File: config.mk
export PLATFORM = sky130hd
export DESIGN_NAME = axi_master_v4_read_aligned
export DESIGN_NICKNAME = d
export VERILOG_FILES = /design/src/rtl/axi_pkg.sv /design/src/rtl/axi_skid_buffer.sv /design/src/rtl/axi_master_v4_read_aligned.sv
export SDC_FILE = /design/constraint.sdc
export NUM_CORES = 1
export LEC_CHECK = 0
export CAP_MARGIN = 20
export CORE_ASPECT_RATIO = 0.8
export CORE_MARGIN = 2
export CORE_UTILIZATION = 40
export CTS_CLUSTER_SIZE = 24
export DETAILED_ROUTE_END_ITERATION = 16
export PLACE_DENSITY = 0.84
export SYNTH_ARGS = -nofsm -noshare
export SYNTH_HDL_FRONTEND = slang
export SYNTH_SLANG_ARGS = --single-unit
File: constraint.sdc
create_clock -name sys_clock -period 7.51 [get_ports sys_clock]
set_clock_uncertainty 0.2 [all_clocks]
set_input_delay 1.502 -clock sys_clock [delete_from_list [all_inputs] [get_ports sys_clock]]
set_output_delay 1.502 -clock sys_clock [all_outputs]
set_load 0.005 [all_outputs]
File: src/rtl/axi_pkg.sv
// Shared AXI definitions for the aligned read/write masters: FSM state
// encodings, RRESP codes, burst limits and the burst-length helper.
package axi_pkg;

    typedef enum logic [1:0] {
        S_IDLE = 2'd0,
        S_ADDR = 2'd1,
        S_DATA = 2'd2
    } state_t;

    localparam logic [1:0] RESP_OKAY   = 2'b00;
    localparam logic [1:0] RESP_EXOKAY = 2'b01;
    localparam logic [1:0] RESP_SLVERR = 2'b10;
    localparam logic [1:0] RESP_DECERR = 2'b11;

    localparam int PAGE_BYTES      = 4096;
    localparam int MAX_BURST_BEATS = 256;

    // ARLEN/AWLEN = min(beats-1, 255, beats left before the 4 KB page end).
    // beats is never zero when this is used.
    function automatic logic [7:0] burst_len(input logic [31:0] beats,
                                             input logic [31:0] room);
        logic [31:0] len;
        len = beats - 32'd1;
        if (len > 32'(MAX_BURST_BEATS - 1))
            len = 32'(MAX_BURST_BEATS - 1);
        if (room < len)
            len = room;
        return len[7:0];
    endfunction

endpackage

File: src/rtl/axi_skid_buffer.sv
// Two-entry skid buffer. Output side is driven purely from registers and
// in_ready depends only on the fill level, so there is no combinational
// path from out_ready back to in_ready.
module axi_skid_buffer #(
    parameter int WIDTH = 8
) (
    input  logic             clk,
    input  logic             rst_n,
    input  logic [WIDTH-1:0] in_data,
    input  logic             in_valid,
    output logic             in_ready,
    output logic [WIDTH-1:0] out_data,
    output logic             out_valid,
    input  logic             out_ready,
    output logic             empty
);

    logic [WIDTH-1:0] mem [2];
    logic             wr_ptr;
    logic             rd_ptr;
    logic [1:0]       count;
    logic             push;
    logic             pop;

    assign push      = in_valid & in_ready;
    assign pop       = out_valid & out_ready;
    assign in_ready  = (count != 2'd2);
    assign out_valid = (count != 2'd0);
    assign out_data  = mem[rd_ptr];
    assign empty     = (count == 2'd0);

    // Storage, pointers and fill level.
    always_ff @(posedge clk or negedge rst_n) begin
        if (!rst_n) begin
            mem[0] <= '0;
            mem[1] <= '0;
            wr_ptr <= 1'b0;
            rd_ptr <= 1'b0;
            count  <= 2'd0;
        end else begin
            if (push) begin
                mem[wr_ptr] <= in_data;
                wr_ptr      <= ~wr_ptr;
            end
            if (pop)
                rd_ptr <= ~rd_ptr;
            count <= count + 2'(push) - 2'(pop);
        end
    end

endmodule

File: src/rtl/axi_master_v4_read_aligned.sv
// AXI4 read master for beat-aligned transfers. Splits a byte request into
// INCR bursts (<= 256 beats, never crossing 4 KB) with one burst in flight.
// Optional macro AXI_RD_SKID_EN: registered 2-entry skid buffer on the user
// side instead of the combinational R passthrough.
//
//  state  | meaning
//  IDLE   | waiting for a request with a nonzero beat count
//  ADDR   | load AR fields, then hold ARVALID until ARREADY
//  DATA   | receiving the current burst, counted by r_cnt
module axi_master_v4_read_aligned
    import axi_pkg::*;
#(
    parameter int D_POWER = 3,
    parameter int D_WIDTH = 8 * (1 << D_POWER),
    parameter int B_WIDTH = 1 << D_POWER
) (
    input  logic               sys_clock,
    input  logic               async_reset,
    input  logic [31:0]        i_addr,
    input  logic [31:0]        i_len,
    input  logic               i_req,
    output logic               or_busy,
    output logic [1:0]         or_err,
    output logic [D_WIDTH-1:0] o_data,
    output logic               o_valid,
    input  logic               i_ready,
    output logic [31:0]        or_ar_addr,
    output logic [7:0]         or_ar_len,
    output logic [2:0]         o_ar_size,
    output logic               or_ar_valid,
    input  logic               i_ar_ready,
    input  logic [D_WIDTH-1:0] i_r_data,
    input  logic [1:0]         i_r_resp,
    input  logic               i_r_last,
    input  logic               i_r_valid,
    output logic               o_r_ready
);

    localparam int          AW            = 32 - D_POWER;
    localparam logic [31:0] PAGE_BEATS_M1 = 32'(PAGE_BYTES / B_WIDTH) - 32'd1;

    state_t         state, state_next;
    logic [31:D_POWER] r_addr;
    logic [AW-1:0]  r_beats;
    logic [7:0]     r_cnt;

    logic [AW-1:0]  beats_in;
    logic [AW-1:0]  beats_left;
    logic [31:0]    room;
    logic [7:0]     len_calc;
    logic           accept;
    logic           r_ready;
    logic           r_hs;
    logic           last_of_burst;
    logic           resp_err;
    logic           busy_done;
    logic           unused_ok;

    assign o_ar_size     = 3'(D_POWER);
    assign beats_in      = i_len[31:D_POWER];
    assign beats_left    = r_beats - AW'(1);
    assign room          = PAGE_BEATS_M1 - 32'(r_addr[11:D_POWER]);
    assign len_calc      = burst_len(32'(r_beats), room);
    assign accept        = (state == S_IDLE) && i_req && !or_busy && (beats_in != '0);
    assign r_hs          = i_r_valid & r_ready;
    assign last_of_burst = r_hs && (r_cnt == 8'd0);
    assign unused_ok     = ^{i_addr[D_POWER-1:0], i_len[D_POWER-1:0]};

`ifdef AXI_RD_SKID_EN
    logic skid_in_ready;
    logic skid_empty;

    assign r_ready   = skid_in_ready & (state == S_DATA);
    // Busy holds until the user has drained everything already taken from R.
    assign busy_done = (state == S_IDLE) && or_busy && skid_empty;

    axi_skid_buffer #(.WIDTH(D_WIDTH)) u_skid (
        .clk       (sys_clock),
        .rst_n     (async_reset),
        .in_data   (i_r_data),
        .in_valid  (i_r_valid & (state == S_DATA)),
        .in_ready  (skid_in_ready),
        .out_data  (o_data),
        .out_valid (o_valid),
        .out_ready (i_ready),
        .empty     (skid_empty)
    );
`else
    assign o_data    = i_r_data;
    assign o_valid   = i_r_valid & (state == S_DATA);
    assign r_ready   = i_ready & (state == S_DATA);
    // In passthrough the final R handshake is also the final user accept.
    assign busy_done = last_of_burst && (beats_left == '0);
`endif

    assign o_r_ready = r_ready;

    // Any SLVERR/DECERR sets the sticky response error bit.
    always_comb begin
        resp_err = 1'b0;
        case (i_r_resp)
            RESP_OKAY, RESP_EXOKAY:   resp_err = 1'b0;
            RESP_SLVERR, RESP_DECERR: resp_err = 1'b1;
        endcase
    end

    // State register.
    always_ff @(posedge sys_clock or negedge async_reset) begin
        if (!async_reset)
            state <= S_IDLE;
        else
            state <= state_next;
    end

    // Next-state logic; burst end comes from r_cnt, RLAST is only checked.
    always_comb begin
        state_next = state;
        case (state)
            S_IDLE: if (accept) state_next = S_ADDR;
            S_ADDR: if (or_ar_valid && i_ar_ready) state_next = S_DATA;
            S_DATA: if (last_of_burst) state_next = (beats_left != '0) ? S_ADDR : S_IDLE;
            default: state_next = S_IDLE;
        endcase
    end

    // Request latch, AR channel registers, beat counters and status flags.
    always_ff @(posedge sys_clock or negedge async_reset) begin
        if (!async_reset) begin
            r_addr      <= '0;
            r_beats     <= '0;
            r_cnt       <= 8'd0;
            or_ar_addr  <= 32'd0;
            or_ar_len   <= 8'd0;
            or_ar_valid <= 1'b0;
            or_busy     <= 1'b0;
            or_err      <= 2'b00;
        end else begin
            if (accept) begin
                r_addr  <= i_addr[31:D_POWER];
                r_beats <= beats_in;
                or_err  <= 2'b00;
                or_busy <= 1'b1;
            end else if (busy_done) begin
                or_busy <= 1'b0;
            end

            // First ADDR cycle loads the AR fields; they stay frozen while ARVALID is up.
            if (state == S_ADDR) begin
                if (!or_ar_valid) begin
                    or_ar_addr  <= {r_addr, {D_POWER{1'b0}}};
                    or_ar_len   <= len_calc;
                    or_ar_valid <= 1'b1;
                end else if (i_ar_ready) begin
                    or_ar_valid <= 1'b0;
                    r_addr      <= r_addr + AW'(or_ar_len) + AW'(1);
                    r_cnt       <= or_ar_len;
                end
            end

            if (r_hs) begin
                r_beats   <= beats_left;
                or_err[1] <= or_err[1] | resp_err;
                or_err[0] <= or_err[0] | (i_r_last != (r_cnt == 8'd0));
                if (r_cnt != 8'd0)
                    r_cnt <= r_cnt - 8'd1;
            end
        end
    end

endmodule

==> run summary, run 1 <==
Register Area - 2730 sq um
Hold crit path type - flip-flop to flip-flop
Number of global-route vias before repair - 5996
Worst-Margin Slew - 1.08 ns
Max Slew Vio Count - 0
Status - finished, final reports clean
Share of the synthesized area in the top cell type - 0.386
Final setup viols - 0
Cells after synthesis - 802
Synthesized cell area - 7060 sq um
Leakage - 3.21 nW
Hold Fails Final Rpt - 0
Seq/Total Area, Yosys - 0.386
Critical path data arrival time - 5.85 ns
Die extent in y - 123 microns
DRC violations left - 0
Initial antenna violation count - 0
Synth async-reset ratio - 1.00
Synth Area in Adders - 0.0365
Cts repair resizes - 0
Ranking of synthesized cells by area - dfrtp_1 39%, buf_4 7.5%, nand2_1 4.3%
RSZ-0062 raised after global routing - no
Peak supply drop - 0.000177 V
First-pass GRT wire length - 31.3 mm
Pin count of the biggest net entering global routing - 69
Antenna Nets Post-Route - 0
CP endpoint kind - flip-flop
Reg clk slew, reported paths - 0.07 ns
Max FO, Critical Path - 11
Commonest cells in the netlist - 109 x dfrtp_1, 81 x nand2_1, 73 x nor2_1
Main combinational cell family by area after synthesis - simple AND/OR/NAND/NOR gates
Ports - 250
Worst-case clock buffer depth - 2
Site row count - 43
#FFs+latches synth - 109
Total power density per cell area - 390 nW/um^2
Max-cap violations - 0
CTS buffer count - 9
Min cycle time layout - 5.84 ns
Initial Util - 0.408
Layout net count - 981
Achievable Freq - 171 MHz
Routed length per instance - 18.6 microns
Most frequent cell after synthesis - dfrtp_1
Worst Setup Start Kind - flip-flop
CTS Hold Buffers Added - 0
Via count - 6324
Cell accounting for the most synthesized area - dfrtp_1
Global route total overflow - 0
Core box area - 17300 sq um
Die Width - 153 microns
Final Total Pwr - 3.17 mW
Post-synth EDFFs - 0
Fillers - 1630
Data required time at the worst endpoint - 7.52 ns
Synth Area in XOR/XNOR - 0.0186
First DRT Iteration DRCs - 675
IO Port Bufs - 108
HPWL after detailed placement - 13.9 mm
Tcrit/Tclk final - 0.777
Fraction of layout cells with a size suffix above 1 - 0.0724
Root Buffer - clkbuf_16
Die area - 18700 sq um
Clock net sink count - 109
Simple-Gate Fraction of Synth Area - 0.213
First-pass DRT Iterations - 5
P&R area growth vs syn - 15.0%
Top_reg_cell synth - dfrtp_1
Post-CTS Setup Inserts - 0
Setup TNS - 0 ns
GRT Util Overall - 0.209
CTS tree - built
RePlAce Congestion - 0.902
Average footprint of a synthesized cell - 8.81 sq um
Slew HR - 0.278
Via count normalized by instance count - 6.00
Ant diodes - 0
Yosys warnings - 0
Yosys cell types - 72
Worst Path Class, Setup - flip-flop to flip-flop
Clock Latency Late Sink - 0.36 ns
Multi-input logic area - 3580 sq um
# H-tree levels - 3
Synth Area in Compound Gates - 0.201
Drt total wl - 19.6 mm
Mux contribution to synthesized area - 0.0345
layout make-up:
type / instances / share of cell area
clock buffers: 13 / 0.0308
well taps: 225 / 0.0347
clock inverters: 3 / 0.00555
inverters: 26 / 0.0120
multi-input cells: 564 / 0.441
flip-flops and latches: 109 / 0.336
repair buffers: 114 / 0.140
registers in the layout, summed over array words and instances, names as in the netlist:
register and cells:
or_err 2, or_ar_valid 1, or_ar_len 8, r_beats 29, state 2, or_ar_addr 29, or_busy 1, r_addr 29
r_cnt 8
kinds of logic after synthesis:
| group | after synthesis |
|---|---|
| multiplexers | 22 |
| XOR/XNOR | 15 |
| adder cells (fa/ha/maj) | 20 |
| buffers and inverters | 134 |
| flip-flops | 109 |
| AND/OR/NAND/NOR | 299 |
| AO/OA/AOI/OAI | 201 |
| other | 2 |
routing by layer:
metal	GRT usage	share of wire
met2	0.322	0.44
met4	0.0556	0.014
met5	0	0
met1	0.292	0.45
met3	0.0590	0.091
metrics by stage:
stage	setup slack [ns]	cells	utilization	hold WS (ns)	instance area, sq um
3_3_place_gp	1.93	1037	0.451	0.265	7810
5_1_grt	1.25	1054	0.469	0.321	8120
2_1_floorplan	3.08	807	-	0.273	7080
6_report	1.67	1054	0.469	0.286	8120
4_1_cts	1.83	1053	0.468	0.291	8100
3_5_place_dp	1.89	1037	0.451	0.275	7810
where the power goes:
part           internal, mW  switching, mW
logic                 0.717          0.773
registers             0.856          0.328
clock network         0.269          0.223
total                  1.84           1.32
final timing paths:
path	from	to	slack (ns)	cells after the start
setup / recovery	r_beats[0]	or_ar_len[3]	1.67	16
hold / removal	or_err[0]	or_err[0]	0.29	2
setup reg to reg	r_beats[0]	or_ar_len[3]	1.67	16
hold reg to reg	or_err[0]	or_err[0]	0.29	2
max in group asynchronous	async_reset	state[0]	4.91	2
min in group asynchronous	async_reset	or_ar_addr[3]	0.94	1
worst max-delay path, cell delays in order (launching register included):
cell	delay, ns
dfrtp_1	0.45
inv_1	0.16
ha_1	0.27
nor4b_1	0.62
nand4_1	0.31
o31a_1	0.32
nor4_1	0.28
o2111ai_1	0.56
nor2b_1	0.28
ha_1	0.28
a21oi_1	0.15
nand2_1	0.06
a221oi_1	0.51
a21boi_0	0.84
nand3_1	0.20
nor2_1	0.14
a211oi_1	0.05
placed cells by master (no fill, tap or decap), types with 13 or more instances in the layout:
cell type and count:
a211oi_1 16, inv_1 26, mux2_2 19, clkdlybuf4s50_1 107, nor2_1 73, nor4_1 18, a21oi_1 34, nand3_1 25
o21ai_0 47, a221o_1 13, ha_1 19, or3_1 13, nand2_1 81, nor3_1 26, dfrtp_1 109
No activity file was read; power rests on OpenSTA's default activity.
==> inputs of run 2 (changes only) <==
==> constraint.sdc (replaced) <==
create_clock -name sys_clock -period 5.7 [get_ports sys_clock]
set_clock_uncertainty 0.2 [all_clocks]
set_input_delay 1.14 -clock sys_clock [delete_from_list [all_inputs] [get_ports sys_clock]]
set_output_delay 1.14 -clock sys_clock [all_outputs]
set_load 0.005 [all_outputs]
==> run 2 against run 1 <==
Largest power group unchanged. Critical endpoint is now or_ar_len[6]. Worst setup slack got worse by 0.93 ns. Highest routed layer unchanged. First-iteration DRC count fell by 23%. Utilization rose by 0.18 points. Power rose by 32%. Wire length barely moved. Global-route usage fell by 0.069 points. Sequential share of layout area fell by 0.13 points. Critical path depth rose by 2. Die area did not move.
==> run summary, run 2 (synthesis gave the netlist of run 1 again) <==
Status - finished, final reports clean
Setup WS post-layout - 0.745 ns
Max FO, Critical Path - 11
Clock Power Share - 0.155
Post-route cell area - 8150 sq um
Initial Util - 0.408
Global route total overflow - 0
First-pass DRT Iterations - 5
Worst-Margin Slew - 1.04 ns
Commonest cells after routing, fill and taps aside - 109 x dfrtp_1, 107 x clkdlybuf4s50_1, 81 x nand2_1
Dpl ws - 0.830 ns
Pin count of the biggest net entering global routing - 70
Total power density per cell area - 512 nW/um^2
Ports - 250
Clock Latency Late Sink - 0.36 ns
DRC violations left - 0
IO Port Bufs - 108
Root Buffer - clkbuf_16
Hold crit path type - flip-flop to flip-flop
Commonest non-fill, non-tap cell in the layout - dfrtp_1
Slowest stage delay, CP - 0.70 ns
Fillers - 1650
RePlAce Congestion - 0.904
Achievable Freq - 202 MHz
Cts repair resizes - 0
Die Width - 153 microns
Placed Area - 7850 sq um
Hold_ws - 0.283 ns
First DRT Iteration DRCs - 521
Share of power burned in registers - 0.373
Die extent in y - 123 microns
Hold Fails Final Rpt - 0
Worst-case clock buffer depth - 2
GRT Util Overall - 0.209
WP buf/inv - 3
HPWL after detailed placement - 14.0 mm
Fraction of layout cells with a size suffix above 1 - 0.0803
Cell Chain, Critical Path - inv_1 -> ha_1 -> or4b_1 -> nor4_4 -> o2111ai_1 -> a21oi_1 -> o2111ai_1 -> buf_4 -> nor2b_1 -> ha_1 -> a21oi_1 -> nand2_1 -> a221oi_1 -> a21boi_0 -> buf_4 -> nand3_1 -> nor2_1 -> a211oi_1
Max Slew Vio Count - 0
Slew HR - 0.304
Top flop regs - or_ar_addr: 29 flops, r_addr: 29 flops, r_beats: 29 flops
Core box area - 17300 sq um
Tcrit/Tclk final - 0.869
RSZ-0062 raised after global routing - no
Site row count - 43
Crit-path leading delay family - compound AO/OA/AOI/OAI gates
NetSw - 1.75 mW
Drt total wl - 19.6 mm
Layout net count - 986
Final setup viols - 0
Critical path data arrival time - 4.97 ns
Via count - 6276
Internal - 2.42 mW
Ant diodes - 0
Fin cells - 1059
Leakage - 3.24 nW
CTS Hold Buffers Added - 0
Antenna Nets Post-Route - 0
P&R area growth vs syn - 15.4%
Die area - 18700 sq um
Clock net sink count - 109
Cell count after placement - 1042
Post-CTS Setup Inserts - 0
Routed length per instance - 18.5 microns
Reg clk slew, reported paths - 0.07 ns
Number of global-route vias before repair - 5851
Peak supply drop - 0.000241 V
Min cycle time layout - 4.95 ns
First-pass GRT wire length - 31.3 mm
CTS tree - built
Via count normalized by instance count - 5.93
# H-tree levels - 3
Setup TNS - 0 ns
Max-cap violations - 0
Gate power share - 0.472
Data required time at the worst endpoint - 5.71 ns
Worst Setup Start Kind - flip-flop
Worst Path Class, Setup - flip-flop to flip-flop
CTS buffer count - 9
Slowest-stage cell, CP - or4b_1
Initial antenna violation count - 0
Switch share - 0.420
CP endpoint kind - flip-flop
==> run 2: final timing paths <==
kind | from | slack (ns) | cells past startpoint | to
worst max-delay path | r_beats[0] | 0.75 | 18 | or_ar_len[6]
worst min-delay path | or_ar_addr[8] | 0.28 | 2 | or_ar_addr[8]
worst max register to register | r_beats[0] | 0.75 | 18 | or_ar_len[6]
worst min register to register | or_ar_addr[8] | 0.28 | 2 | or_ar_addr[8]
max in group asynchronous | async_reset | 3.49 | 2 | or_err[0]
min in group asynchronous | async_reset | 0.72 | 1 | r_addr[4]
==> run 2: per-stage QoR <==
| step | power [mW] | util |
|---|---|---|
| 6_report | 4.17 | 0.471 |
| 5_1_grt | 4.48 | 0.471 |
| 4_1_cts | 4.17 | 0.470 |
| 3_5_place_dp | 3.50 | 0.453 |
| 3_3_place_gp | 3.43 | 0.453 |
| 2_1_floorplan | 2.77 | - |
==> run 2: final cells by class <==
cell class | instances | area, sq um | area share
clock inverters | 6 | 72.6 | 0.00890
clock buffers | 10 | 229 | 0.0281
repair buffers | 119 | 1160 | 0.142
well taps | 225 | 282 | 0.0345
multi-input cells | 564 | 3580 | 0.440
inverters | 26 | 97.6 | 0.0120
flip-flops and latches | 109 | 2730 | 0.335
==> run 2: worst reg2reg max path: stages (launching register included) <==
cell and delay, ns:
dfrtp_1 0.44, inv_1 0.17, ha_1 0.26, or4b_1 0.70, nor4_4 0.45, o2111ai_1 0.16
a21oi_1 0.22, o2111ai_1 0.18, buf_4 0.23, nor2b_1 0.12, ha_1 0.26, a21oi_1 0.15
nand2_1 0.07, a221oi_1 0.50, a21boi_0 0.25, buf_4 0.19, nand3_1 0.08, nor2_1 0.12
a211oi_1 0.07
==> run 2: power groups by stage <==
stage	sequential (mW)	combinational, mW	clock [mW]
after floorplan	1.41	1.36	0
after global placement	1.54	1.89	0
after detailed placement	1.55	1.95	0
after CTS	1.54	1.96	0.661
after global routing	1.62	2.18	0.688
final	1.56	1.97	0.647
==> run 2: per-layer routing <==
metal	wire length, microns	up-vias	track usage
li1	-	2917	-
met1	8980	3032	0.300
met2	8510	295	0.310
met3	1790	32	0.0597
met4	293	0	0.0544
met5	0	-	0
==> RTL edit, RTL diff (settings of run 1) <==
Set the parameter `D_POWER` to 2 (it was 3).
--- a/src/rtl/axi_master_v4_read_aligned.sv
+++ b/src/rtl/axi_master_v4_read_aligned.sv
@@ -10,7 +10,7 @@
 module axi_master_v4_read_aligned
     import axi_pkg::*;
 #(
-    parameter int D_POWER = 3,
+    parameter int D_POWER = 2,
     parameter int D_WIDTH = 8 * (1 << D_POWER),
     parameter int B_WIDTH = 1 << D_POWER
 ) (
Ports: changed (resized i_r_data and o_data); port bits go from 250 to 186. No check against the original RTL was run, so the function may have changed too.
==> RTL edit against run 1 <==
Non-clock buffer count rose by 4; wire length rose by 0.73%; synthesized cell count fell by 3.4%; sequential cell count rose by 3; worst setup slack improved by 0.90 ns; first-iteration DRC count rose by 9.3%; area after synthesis fell by 0.25%; hold slack got worse by 0.0033 ns; power rose by 1.9%; count of clock-buffer cells in the layout fell by 4; final area rose by 3.4%; critical endpoint is now or_ar_len[7]; largest power group unchanged.
==> RTL edit: results (changes against run 1) <==
placed_design:
  dpl_worst_slack_ns: 2.702  # +0.8132 ns
  finalWeightedCongestion: 0.9521  # +5.6%
  post-place-cells: 1046  # +0.87%
  port_buffers: 111  # +2.8%
worst_setup_path:
  slowest_stage: "nor3b_2"
  arrival_ns: 4.96  # -0.89 ns
global_routing:
  met2_usage: 0.3069  # -0.01544
  grt_usage: 0.2069  # -0.002529
  use_met3: 0.04767  # -0.01130
  grt_pass1_vias: 5972  # -0.40%
  grt_pass1_wl_um: 31310  # about the same
  grtUsageMet1: 0.2997  # +0.007464
finish:
  drive_above_1_share: 0.09905  # +0.02667
  antenna_cells: 0  # unchanged
  fillers: 1546  # -5.2%
detailed_routing:
  drtIter0Drc: 738  # +9.3%
  drt_wl_total_um: 19720  # +0.73%
  wire_per_inst_um: 18.55  # -0.13%
power_and_ir_drop:
  irDropWorstVdd_v: 0.0001645  # -6.9%
  p_leak_uw: 0.003343  # +4.1%
logic_synthesis:
  yosysSeqAreaShare: 0.3977  # +0.01161
  yosys.cell_types.count: 76  # +5.6%
  synth_cells: 775  # -3.4%
  ys_top_cells_by_count: "dfrtp_1 (112), nor2_1 (88), nand2_1 (69)"
  synthTopCellsByArea: "dfrtp_1 (40%), mux2_2 (4.8%), nor2_1 (4.7%)"
timing:
  relSlewSlack: 0.3569  # +0.07849
clock_tree:
  cts_resized: 0  # unchanged
status:
  status: "finished, final reports clean"
RTL edit: worst paths after layout:
path                        startpoint             end  slack, ns  cells after the start
max in group asynchronous  async_reset      r_beats[2]       4.88                      2
hold / removal               or_err[0]       or_err[0]       0.28                      2
setup reg to reg            r_beats[0]    or_ar_len[7]       2.58                     16
min in group asynchronous  async_reset  or_ar_addr[30]       0.94                      1
setup / recovery            r_beats[0]    or_ar_len[7]       2.58                     16
hold reg to reg              or_err[0]       or_err[0]       0.28                      2
RTL edit: metrics by stage:
| step | hold slack (ns) | utilization | power [µW] | cell area [µm²] |
|---|---|---|---|---|
| 2_1_floorplan | 0.2733 | - | 2149 | 7066 |
| 3_3_place_gp | 0.2699 | 0.4679 | 2651 | 8082 |
| 3_5_place_dp | 0.2759 | 0.4679 | 2704 | 8082 |
| 4_1_cts | 0.2941 | 0.4850 | 3204 | 8376 |
| 5_1_grt | 0.3289 | 0.4861 | 3455 | 8396 |
| 6_report | 0.2824 | 0.4861 | 3227 | 8396 |
RTL edit: metal layers:
layer,share of wire,wire length (µm),up-vias
li1,-,-,2965
met1,0.45,8934,3089
met2,0.44,8637,332
met3,0.083,1646,37
met4,0.025,499,0
met5,0,0,-
RTL edit: layout make-up:
cell class                 count  area, µm²  share of cell area
clock buffer                   9      225.2             0.02683
clock inverter                 7      68.82            0.008197
inverter                      31      116.4             0.01386
multi-input combinational    561       3727              0.4440
sequential                   112       2803              0.3338
tap                          225      281.5             0.03353
timing repair buffer         118       1174              0.1398
RTL edit: cells by family (layout without fill, tap and decap cells):
logic type / Yosys count / count (layout) / synth area share
adder cells (fa/ha/maj): 21 / 21 / 0.03835
other: 2 / 7 / 0.001066
AO/OA/AOI/OAI: 195 / 195 / 0.2077
multiplexers: 35 / 35 / 0.05504
flip-flops: 112 / 112 / 0.3977
AND/OR/NAND/NOR: 289 / 289 / 0.2045
buffers and inverters: 107 / 165 / 0.07813
XOR/XNOR: 14 / 14 / 0.01740
RTL edit: worst max-delay path: cells and delay by family, from the launching register on:
family	cells	cell delay, ns
compound gates	9	2.13
simple gates	4	1.33
fa+ha+maj	2	0.54
flops	1	0.46
buf+inv	1	0.15
RTL edit: power breakdown:
part           internal [µW]  switching (µW)  leakage (µW)
sequential               874             318       0.00134
combinational            727             819       0.00186
clock                    236             253      0.000146
total                   1840            1390       0.00334
